<file path="src/rtl/decoding_block.sv">
// decoding_block: receive-side lane decoder.
// Takes one deserialized symbol per lane (Gen3 128b/132b or Gen2 64b/66b),
// checks that the sync header is legal and the same on both lanes, strips it,
// and replays the payload one byte per enc_clk on both lanes. Gen4 byte mode
// is a one-cycle registered passthrough of lane_x_rx_enc[7:0].
//
// Ports:
//   enc_clk        clock, rising edge
//   rst            asynchronous, active-low reset
//   enable         synchronous run enable; 0 clears the block
//   gen_speed      0=Gen4 byte, 1=Gen3, 2=Gen2, 3=reserved (captures ignored)
//   sym_valid      strobe: lane_x_rx_enc holds a new symbol
//   lane_0_rx_enc  lane 0 encoded symbol (Gen2 uses [65:0])
//   lane_1_rx_enc  lane 1 encoded symbol
//   lane_0_rx      decoded lane 0 byte
//   lane_1_rx      decoded lane 1 byte
//   rx_valid       lane_x_rx valid this cycle
//   rx_type        1=transport, 0=ordered set
//   rx_sof         first byte of a symbol
//   hdr_err        pulse: symbol rejected for a bad header
//   overflow       pulse: symbol dropped, pending buffer full
module decoding_block #(
  parameter int NUM_BYTES_G3 = 16,
  parameter int NUM_BYTES_G2 = 8
) (
  input  logic         enc_clk,
  input  logic         rst,
  input  logic         enable,
  input  logic [1:0]   gen_speed,
  input  logic         sym_valid,
  input  logic [131:0] lane_0_rx_enc,
  input  logic [131:0] lane_1_rx_enc,
  output logic [7:0]   lane_0_rx,
  output logic [7:0]   lane_1_rx,
  output logic         rx_valid,
  output logic         rx_type,
  output logic         rx_sof,
  output logic         hdr_err,
  output logic         overflow
);

  localparam int PW3 = 8 * NUM_BYTES_G3;
  localparam int PW2 = 8 * NUM_BYTES_G2;
  localparam int CW  = $clog2(NUM_BYTES_G3);

  typedef enum logic {IDLE, EMIT} state_t;

  state_t          state;
  logic [CW-1:0]   cnt;

  logic [PW3-1:0]  act_pay0, act_pay1;
  logic [CW-1:0]   act_last;
  logic            act_type;

  logic [PW3-1:0]  pend_pay0, pend_pay1;
  logic [CW-1:0]   pend_last;
  logic            pend_type;
  logic            pend_full;

  // Decoded view of the symbol currently on the inputs.
  logic            hdr_ok;
  logic            in_type;
  logic [PW3-1:0]  in_pay0, in_pay1;
  logic [CW-1:0]   in_last;
  logic            capture, cap_ok, cap_bad;

  function automatic logic [7:0] byte_at(input logic [PW3-1:0] p, input logic [CW-1:0] k);
    return p[int'(k)*8 +: 8];
  endfunction

  always_comb begin
    hdr_ok  = 1'b0;
    in_type = 1'b0;
    in_pay0 = '0;
    in_pay1 = '0;
    in_last = '0;
    case (gen_speed)
      2'd1: begin
        hdr_ok  = (lane_0_rx_enc[3:0] == lane_1_rx_enc[3:0]) &&
                  ((lane_0_rx_enc[3:0] == 4'b0101) || (lane_0_rx_enc[3:0] == 4'b1010));
        in_type = (lane_0_rx_enc[3:0] == 4'b1010);
        in_pay0 = lane_0_rx_enc[4 +: PW3];
        in_pay1 = lane_1_rx_enc[4 +: PW3];
        in_last = CW'(NUM_BYTES_G3 - 1);
      end
      2'd2: begin
        hdr_ok  = (lane_0_rx_enc[1:0] == lane_1_rx_enc[1:0]) &&
                  ((lane_0_rx_enc[1:0] == 2'b01) || (lane_0_rx_enc[1:0] == 2'b10));
        in_type = (lane_0_rx_enc[1:0] == 2'b10);
        in_pay0[PW2-1:0] = lane_0_rx_enc[2 +: PW2];
        in_pay1[PW2-1:0] = lane_1_rx_enc[2 +: PW2];
        in_last = CW'(NUM_BYTES_G2 - 1);
      end
      default: ;
    endcase
    capture = enable && sym_valid && ((gen_speed == 2'd1) || (gen_speed == 2'd2));
    cap_ok  = capture && hdr_ok;
    cap_bad = capture && !hdr_ok;
  end

  always_ff @(posedge enc_clk or negedge rst) begin
    if (!rst) begin
      state     <= IDLE;
      cnt       <= '0;
      act_pay0  <= '0;
      act_pay1  <= '0;
      act_last  <= '0;
      act_type  <= 1'b0;
      pend_pay0 <= '0;
      pend_pay1 <= '0;
      pend_last <= '0;
      pend_type <= 1'b0;
      pend_full <= 1'b0;
      lane_0_rx <= '0;
      lane_1_rx <= '0;
      rx_valid  <= 1'b0;
      rx_type   <= 1'b0;
      rx_sof    <= 1'b0;
      hdr_err   <= 1'b0;
      overflow  <= 1'b0;
    end else if (!enable) begin
      state     <= IDLE;
      cnt       <= '0;
      act_pay0  <= '0;
      act_pay1  <= '0;
      act_last  <= '0;
      act_type  <= 1'b0;
      pend_pay0 <= '0;
      pend_pay1 <= '0;
      pend_last <= '0;
      pend_type <= 1'b0;
      pend_full <= 1'b0;
      lane_0_rx <= '0;
      lane_1_rx <= '0;
      rx_valid  <= 1'b0;
      rx_type   <= 1'b0;
      rx_sof    <= 1'b0;
      hdr_err   <= 1'b0;
      overflow  <= 1'b0;
    end else begin
      // Defaults: idle output bus; later assignments override.
      hdr_err   <= cap_bad;
      overflow  <= 1'b0;
      lane_0_rx <= '0;
      lane_1_rx <= '0;
      rx_valid  <= 1'b0;
      rx_type   <= 1'b0;
      rx_sof    <= 1'b0;
      case (state)
        IDLE: begin
          if (cap_ok) begin
            // Byte 0 goes straight from the input so it appears one cycle
            // after the strobe; the buffer supplies the rest.
            act_pay0  <= in_pay0;
            act_pay1  <= in_pay1;
            act_last  <= in_last;
            act_type  <= in_type;
            cnt       <= '0;
            state     <= EMIT;
            lane_0_rx <= byte_at(in_pay0, '0);
            lane_1_rx <= byte_at(in_pay1, '0);
            rx_valid  <= 1'b1;
            rx_type   <= in_type;
            rx_sof    <= 1'b1;
          end else if (sym_valid && (gen_speed == 2'd0)) begin
            lane_0_rx <= lane_0_rx_enc[7:0];
            lane_1_rx <= lane_1_rx_enc[7:0];
            rx_valid  <= 1'b1;
            rx_sof    <= 1'b1;
          end
        end
        EMIT: begin
          // cnt indexes the byte currently on the outputs.
          if (cnt != act_last) begin
            cnt       <= cnt + 1'b1;
            lane_0_rx <= byte_at(act_pay0, cnt + 1'b1);
            lane_1_rx <= byte_at(act_pay1, cnt + 1'b1);
            rx_valid  <= 1'b1;
            rx_type   <= act_type;
            if (cap_ok) begin
              if (pend_full) begin
                overflow <= 1'b1;
              end else begin
                pend_pay0 <= in_pay0;
                pend_pay1 <= in_pay1;
                pend_last <= in_last;
                pend_type <= in_type;
                pend_full <= 1'b1;
              end
            end
          end else if (pend_full) begin
            act_pay0  <= pend_pay0;
            act_pay1  <= pend_pay1;
            act_last  <= pend_last;
            act_type  <= pend_type;
            cnt       <= '0;
            lane_0_rx <= byte_at(pend_pay0, '0);
            lane_1_rx <= byte_at(pend_pay1, '0);
            rx_valid  <= 1'b1;
            rx_type   <= pend_type;
            rx_sof    <= 1'b1;
            if (cap_ok) begin
              pend_pay0 <= in_pay0;
              pend_pay1 <= in_pay1;
              pend_last <= in_last;
              pend_type <= in_type;
            end else begin
              pend_full <= 1'b0;
            end
          end else if (cap_ok) begin
            act_pay0  <= in_pay0;
            act_pay1  <= in_pay1;
            act_last  <= in_last;
            act_type  <= in_type;
            cnt       <= '0;
            lane_0_rx <= byte_at(in_pay0, '0);
            lane_1_rx <= byte_at(in_pay1, '0);
            rx_valid  <= 1'b1;
            rx_type   <= in_type;
            rx_sof    <= 1'b1;
          end else begin
            state <= IDLE;
            cnt   <= '0;
          end
        end
        default: state <= IDLE;
      endcase
    end
  end

endmodule

</file>
<file path="config.mk">
export PLATFORM = sky130hd
export DESIGN_NAME = decoding_block
export DESIGN_NICKNAME = d
export VERILOG_FILES = /design/src/rtl/decoding_block.sv
export SDC_FILE = /design/constraint.sdc
export NUM_CORES = 1
export LEC_CHECK = 0
export BUFFER_PORTS_ARGS = -buffer_cell sky130_fd_sc_hd__buf_2
export CAP_MARGIN = 20
export CORE_UTILIZATION = 40
export DETAILED_ROUTE_END_ITERATION = 7
export GPL_ROUTABILITY_DRIVEN = 0
export PLACE_DENSITY = 0.63
export SLEW_MARGIN = 20
export SYNTH_ARGS = -nofsm -noshare
export SYNTH_HDL_FRONTEND = slang
export SYNTH_SLANG_ARGS = --single-unit
</file>
<file path="constraint.sdc">
create_clock -name enc_clk -period 5.7 [get_ports enc_clk]
set_input_delay 1.14 -clock enc_clk [delete_from_list [all_inputs] [get_ports enc_clk]]
set_output_delay 1.14 -clock enc_clk [all_outputs]
set_load 0.01 [all_outputs]
</file>
### After elaboration in Yosys (flattened, before gate mapping)

Index checks and enable logic that the tools add are counted.

| storage, ports and cells | value |
|---|---|
| flip-flop bits (word level) | 549 |
| bits of input ports | 270 |
| logic and storage cells | 153 |

| cells by class | value |
|---|---|
| add/subtract/negate cells | 1 |
| equal/unequal tests | 16 |
| shift operators | 2 |
| mux-type cells | 101 |
| bitwise operators | 1 |
| reduce and logical (&&, ||, !) cells | 14 |

Operators by type and width:

| operator | number |
|---|---|
| two-way mux 128 bit | 22 |
| case mux 128 bit (2 select lines) | 2 |
| case mux 64 bit (2 select lines) | 2 |
| variable part select 128 x 8 -> 8 bit | 2 |
| two-way mux 64 bit | 2 |
| two-way mux 8 bit | 12 |
| two-way mux 4 bit | 14 |
| two-way mux 1 bit | 35 |
| case mux 8 bit (2 select lines) | 2 |
| case mux 4 bit (2 select lines) | 3 |
| case mux 1 bit (2 select lines) | 7 |
| inequality test 3 bit (second input constant) | 4 |
| logical AND 1 bit | 7 |
| adder 4 x 1 -> 4 bit (second input constant) | 1 |
| equality test 2 x 1 -> 1 bit (second input constant) | 2 |
| equality test 2 bit (second input constant) | 2 |
| equality test 4 x 3 -> 1 bit (second input constant) | 1 |
| equality test 4 bit | 1 |
| equality test 4 bit (second input constant) | 1 |
| inequality test 2 x 1 -> 1 bit (second input constant) | 2 |
| inequality test 4 bit | 1 |
| AND reduction 4 bit | 1 |
| logical OR 1 bit | 3 |
| inequality test 3 x 1 -> 1 bit (second input constant) | 1 |
| 5 further kinds | 5 |

### Logic depth before layout (Yosys ltp)

| depth | value |
|---|---|
| depth after elaboration | 10 |
| depth in mapped cells | 12 |
| gate-level depth less buffers | 7 |

### Least setup slack after synthesis

No wires, ideal clock.

| path | value |
|---|---|
| path type | in2reg |
| start point | input port gen_speed[1] |
| end point | register pend_pay0[10] |
| setup time | 0.125 ns |
| arrival | 3.144 ns |
| slack | 2.431 ns |
| stages on the path | 12 |
| path buffers | 5 |
| cells stage by stage | inv_1 ha_1 buf_2 nand4b_1 a311o_1 buf_2 nor3_4 buf_4 nand3_2 buf_6 buf_6 mux2_4 |

| on the way | value |
|---|---|
| cells in the longest elaborated chain, start to end | 7 |
| elaborated cells between the ends (all ways) | 16 |

Ends and longest elaborated chain:

| what | RTL line | source |
|---|---|---|
| start, declared | 29 | `input logic [1:0] gen_speed,` |
| equality test 2 bit or equality test 2 x 1 -> 1 bit (tied branches) | 77, 96 |  |
| case mux 64 bit (2 select lines) | 77 | `case (gen_speed)` |
| two-way mux 128 bit (on tied branches) | 202, 181 |  |
| two-way mux 128 bit (on tied branches) | 191, 180 |  |
| two-way mux 128 bit | 174 | `if (cnt != act_last) begin` |
| two-way mux 128 bit | 149 | `case (state)` |
| two-way mux 128 bit | 121 | `end else if (!enable) begin` |
| end signal, assigned | 184 | `pend_pay0 <= in_pay0;` |
| end signal, assigned | 203 | `pend_pay0 <= in_pay0;` |
| end, declared | 55 | `logic [PW3-1:0] pend_pay0, pend_pay1;` |

Parallel ways exist; a longest one is shown, timed or not. The select of a mux whose other input is x is not followed.
A chain may end at the register's enable or synchronous reset.

### Worst setup path after layout

| path | value |
|---|---|
| start point | input port gen_speed[1] |
| end point | register pend_pay0[107] |

| on the way | value |
|---|---|
| cells in the longest elaborated chain, start to end | 7 |
| elaborated cells between the ends (all ways) | 16 |

Ends and longest elaborated chain:

| what | RTL line |
|---|---|
| equality test 2 x 1 -> 1 bit | 77, 96 |
| two-way mux 64 bit | 77 |
| two-way mux 128 bit (on tied branches) | 202, 181 |
| two-way mux 128 bit (on tied branches) | 191, 180 |
| two-way mux 128 bit | 174 |
| two-way mux 128 bit | 149 |
| two-way mux 128 bit | 121 |

Parallel ways exist; a longest one is shown, timed or not. The select of a mux whose other input is x is not followed.

==> results.yml <==
worst_setup_path:
  reg2reg_depth: 6
  arrival_ns: 4.46
  worst-path-max-fanout: 50
  setup.worst_path.end_class: "register"
  start_kind: "input pin"
  critical_path_required_ns: 6.26
  critPathKind: "input pin to register"
clocking:
  clkLatencyLatePin_ns: 0.64
  cts_setup_buffers: 0
  h-tree-depth: 2
  cts_tree: "yes"
  cts_resized: 0
  clock-sinks: 547
  cts_buffer_depth: 3
  cts_hold_buf: 0
  clockRootBuffer: "clkbuf_16"
  numCtsBuffers: 60
  clk_pin_slew_ns: 0.06
timing:
  finClkSkew_ns: 0.0188
  rsz0062_at_grt: "false"
  setup_tns_ns: 0
  tightest_slew_ns: 1.17
  setup_violations: 0
  report.final.slew_viol_count: 0
  fin_crit_ns: 3.89
  finalHoldViolCount: 0
  fin_crit_sh_pct: 68.3
  clock.fmax_mhz: 257
  slew_headroom_pct: 21.8
logic_synthesis:
  syn_avg_cell_area_sq_um: 9.45
  synth_cell_types: 58
  synth_warnings: 0
  ys_top_cells_by_area: "dfrtp_1, o21ai_0, nand2_1, a22o_1, a32oi_1"
  synth_most_common_cell: "dfrtp_1"
  synth.top_cell.area_share_pct: 45.5
  synthArstFlopShare_pct: 100
  synth-seq-area-share_pct: 45.5
  synthFlopType: "dfrtp_1"
  syn_nets: 3459
  synth-seq-cells: 547
  synth_enable_flop_cells: 0
  syn_inst: 3182
  synth_top_cell_by_area: "dfrtp_1"
  netlist_top_cells_count: "dfrtp_1, nand2_1, o21ai_0, clkbuf_1, a22o_1"
  syn_area_sq_um: 30100
floorplanning:
  rows: 100
  core-area_sq_um: 74400
  die_h_microns: 276
  start_util_pct: 40.4
  die_w_microns: 276
  die_area_sq_um: 76300
  pin_count: 291
grt:
  grt_pass1_vias: 25900
  antenna_found_initial: 10
  grt_max_degree: 168
  gr-usage-all-layers_pct: 27.2
  grt_overflow: 0
  grt_pass1_wl_mm: 164
routing:
  finalWirelength_mm: 107
  vias: 27300
  drt_iter0_markers: 3163
  avgRoutedWirePerCell_microns: 25.3
  drc_errors: 0
  routed_via_density: 6.46
  antenna_left: 0
  dr.pass1.iters: 5
cells_and_area:
  utilization_pct: 45.8
  layout-drive-gt1-share_pct: 16.2
  regArea_sq_um: 13700
  layout.nets: 3490
  multi_input_area_sq_um: 14900
  syn_to_final_growth_pct: 13.3
  fillers: 7029
power:
  power.leakage_nw: 14.5
  power_density_nw_per_um2: 257
  vdd_drop_max_uv: 255
min_path:
  hp-class: "input pin to async pin"
placement:
  buffer_ports.inserted: 290
  dp_hpwl_mm: 64.4
job:
  maxCapViolCount: 0
outcome:
  outcome: "completed"
[registers in the layout (all words and copies together) (netlist names)]
name,flops
pend_last,2
act_type,1
rx_sof,1
cnt,4
act_pay0,128
overflow,1
pend_pay0,128
lane_1_rx,8
state,1
pend_full,1
pend_pay1,128
lane_0_rx,8
rx_type,1
act_pay1,128
pend_type,1
act_last,4
rx_valid,1
hdr_err,1
[stage by stage]
step                cells  setup slack (ns)  hold slack (ns)  power, mW  area, sq um
finish               4232              1.81            0.474       8.76        34100
floorplan            3182              2.43            0.451       4.29        30100
detailed placement   4120              1.25            0.473       4.66        32000
global route         4231              1.70            0.504       9.02        34100
CTS                  4229              1.90            0.482       8.80        34100
global placement     4120              1.32            0.475       4.66        32000
[worst paths after layout]
path                                                   end  slack [ns]                startpoint
worst max register to register      lane_0_rx[3]$_DFF_PN0_        2.01        cnt[0]$_DFFE_PN0P_
worst min-delay path             pend_pay1[27]$_DFFE_PN0P_        0.47                       rst
worst min register to register    act_pay0[30]$_DFFE_PN0P_        0.49  act_pay0[30]$_DFFE_PN0P_
min in group enc_clk              act_pay0[30]$_DFFE_PN0P_        0.49  act_pay0[30]$_DFFE_PN0P_
max in group asynchronous        pend_pay0[22]$_DFFE_PN0P_        3.97                       rst
worst max-delay path            pend_pay0[107]$_DFFE_PN0P_        1.81              gen_speed[1]
[cell type report]
class                   instances  area share (%)
diodes                          3          0.0220
clock buffers                  93            5.39
clock inverters                16           0.716
inverters                       7          0.0771
multi-input cells            2251            43.7
flip-flops and latches        547            40.2
well taps                     969            3.56
repair buffers                346            6.39
[metal layers]
metal	up-vias	track usage, %	wire length [microns]
met3	176	5.39	8620
li1	12200	-	-
met2	1231	41.3	48300
met4	10	9.34	3400
met1	13700	38.6	46600
met5	-	0	59
[critical path, cell delays in order]
cell and delay [ns]:
buf_2 0.16, inv_1 0.15, ha_4 0.23, nand4b_1 0.21, a311o_1 0.67, nor3_4 0.55
and4_4 0.83, buf_12 0.28, a22o_1 0.17
[cell usage in the layout, fill, tap and decap left out, types with 6 or more instances in the layout]
cell type / n
a21oi_1: 75
a221oi_1: 10
a22o_1: 191
a22oi_1: 68
a31oi_1: 32
a32oi_1: 143
a41oi_1: 15
and2_1: 64
buf_12: 23
buf_2: 288
buf_4: 33
bufinv_16: 6
clkbuf_1: 14
clkbuf_16: 62
clkbuf_8: 17
clkinv_2: 8
dfrtp_1: 547
inv_1: 7
mux2_2: 42
mux2_4: 21
mux2i_1: 104
nand2_1: 449
nand3_1: 94
nand4_1: 128
nor2_1: 18
nor4_1: 16
o211ai_1: 114
o21a_1: 54
o21ai_0: 405
o221ai_1: 16
o2bb2ai_1: 114
o41ai_1: 15
xor2_1: 7
[cell families (layout without fill, tap and decap cells)]
logic type               after synthesis  in the layout  share of synthesized area (%)
AO/OA/AOI/OAI                       1272           1272                           29.8
XOR/XNOR                              11             11                          0.320
adder cells (fa/ha/maj)                7              7                          0.291
buffers and inverters                384            462                           5.52
flip-flops                           547            547                           45.5
multiplexers                         169            169                           6.23
other                                  0              3                              0
AND/OR/NAND/NOR                      792            792                           12.3
[where the power goes]
part	total [mW]	internal [mW]	leakage [nW]	switching, mW
combinational	0.697	0.190	5.80	0.507
clock	4.17	2.47	1.03	1.70
sequential	3.90	3.89	7.64	0.00811
total	8.76	6.55	14.5	2.21
No activity file was read; power rests on OpenSTA's default activity.
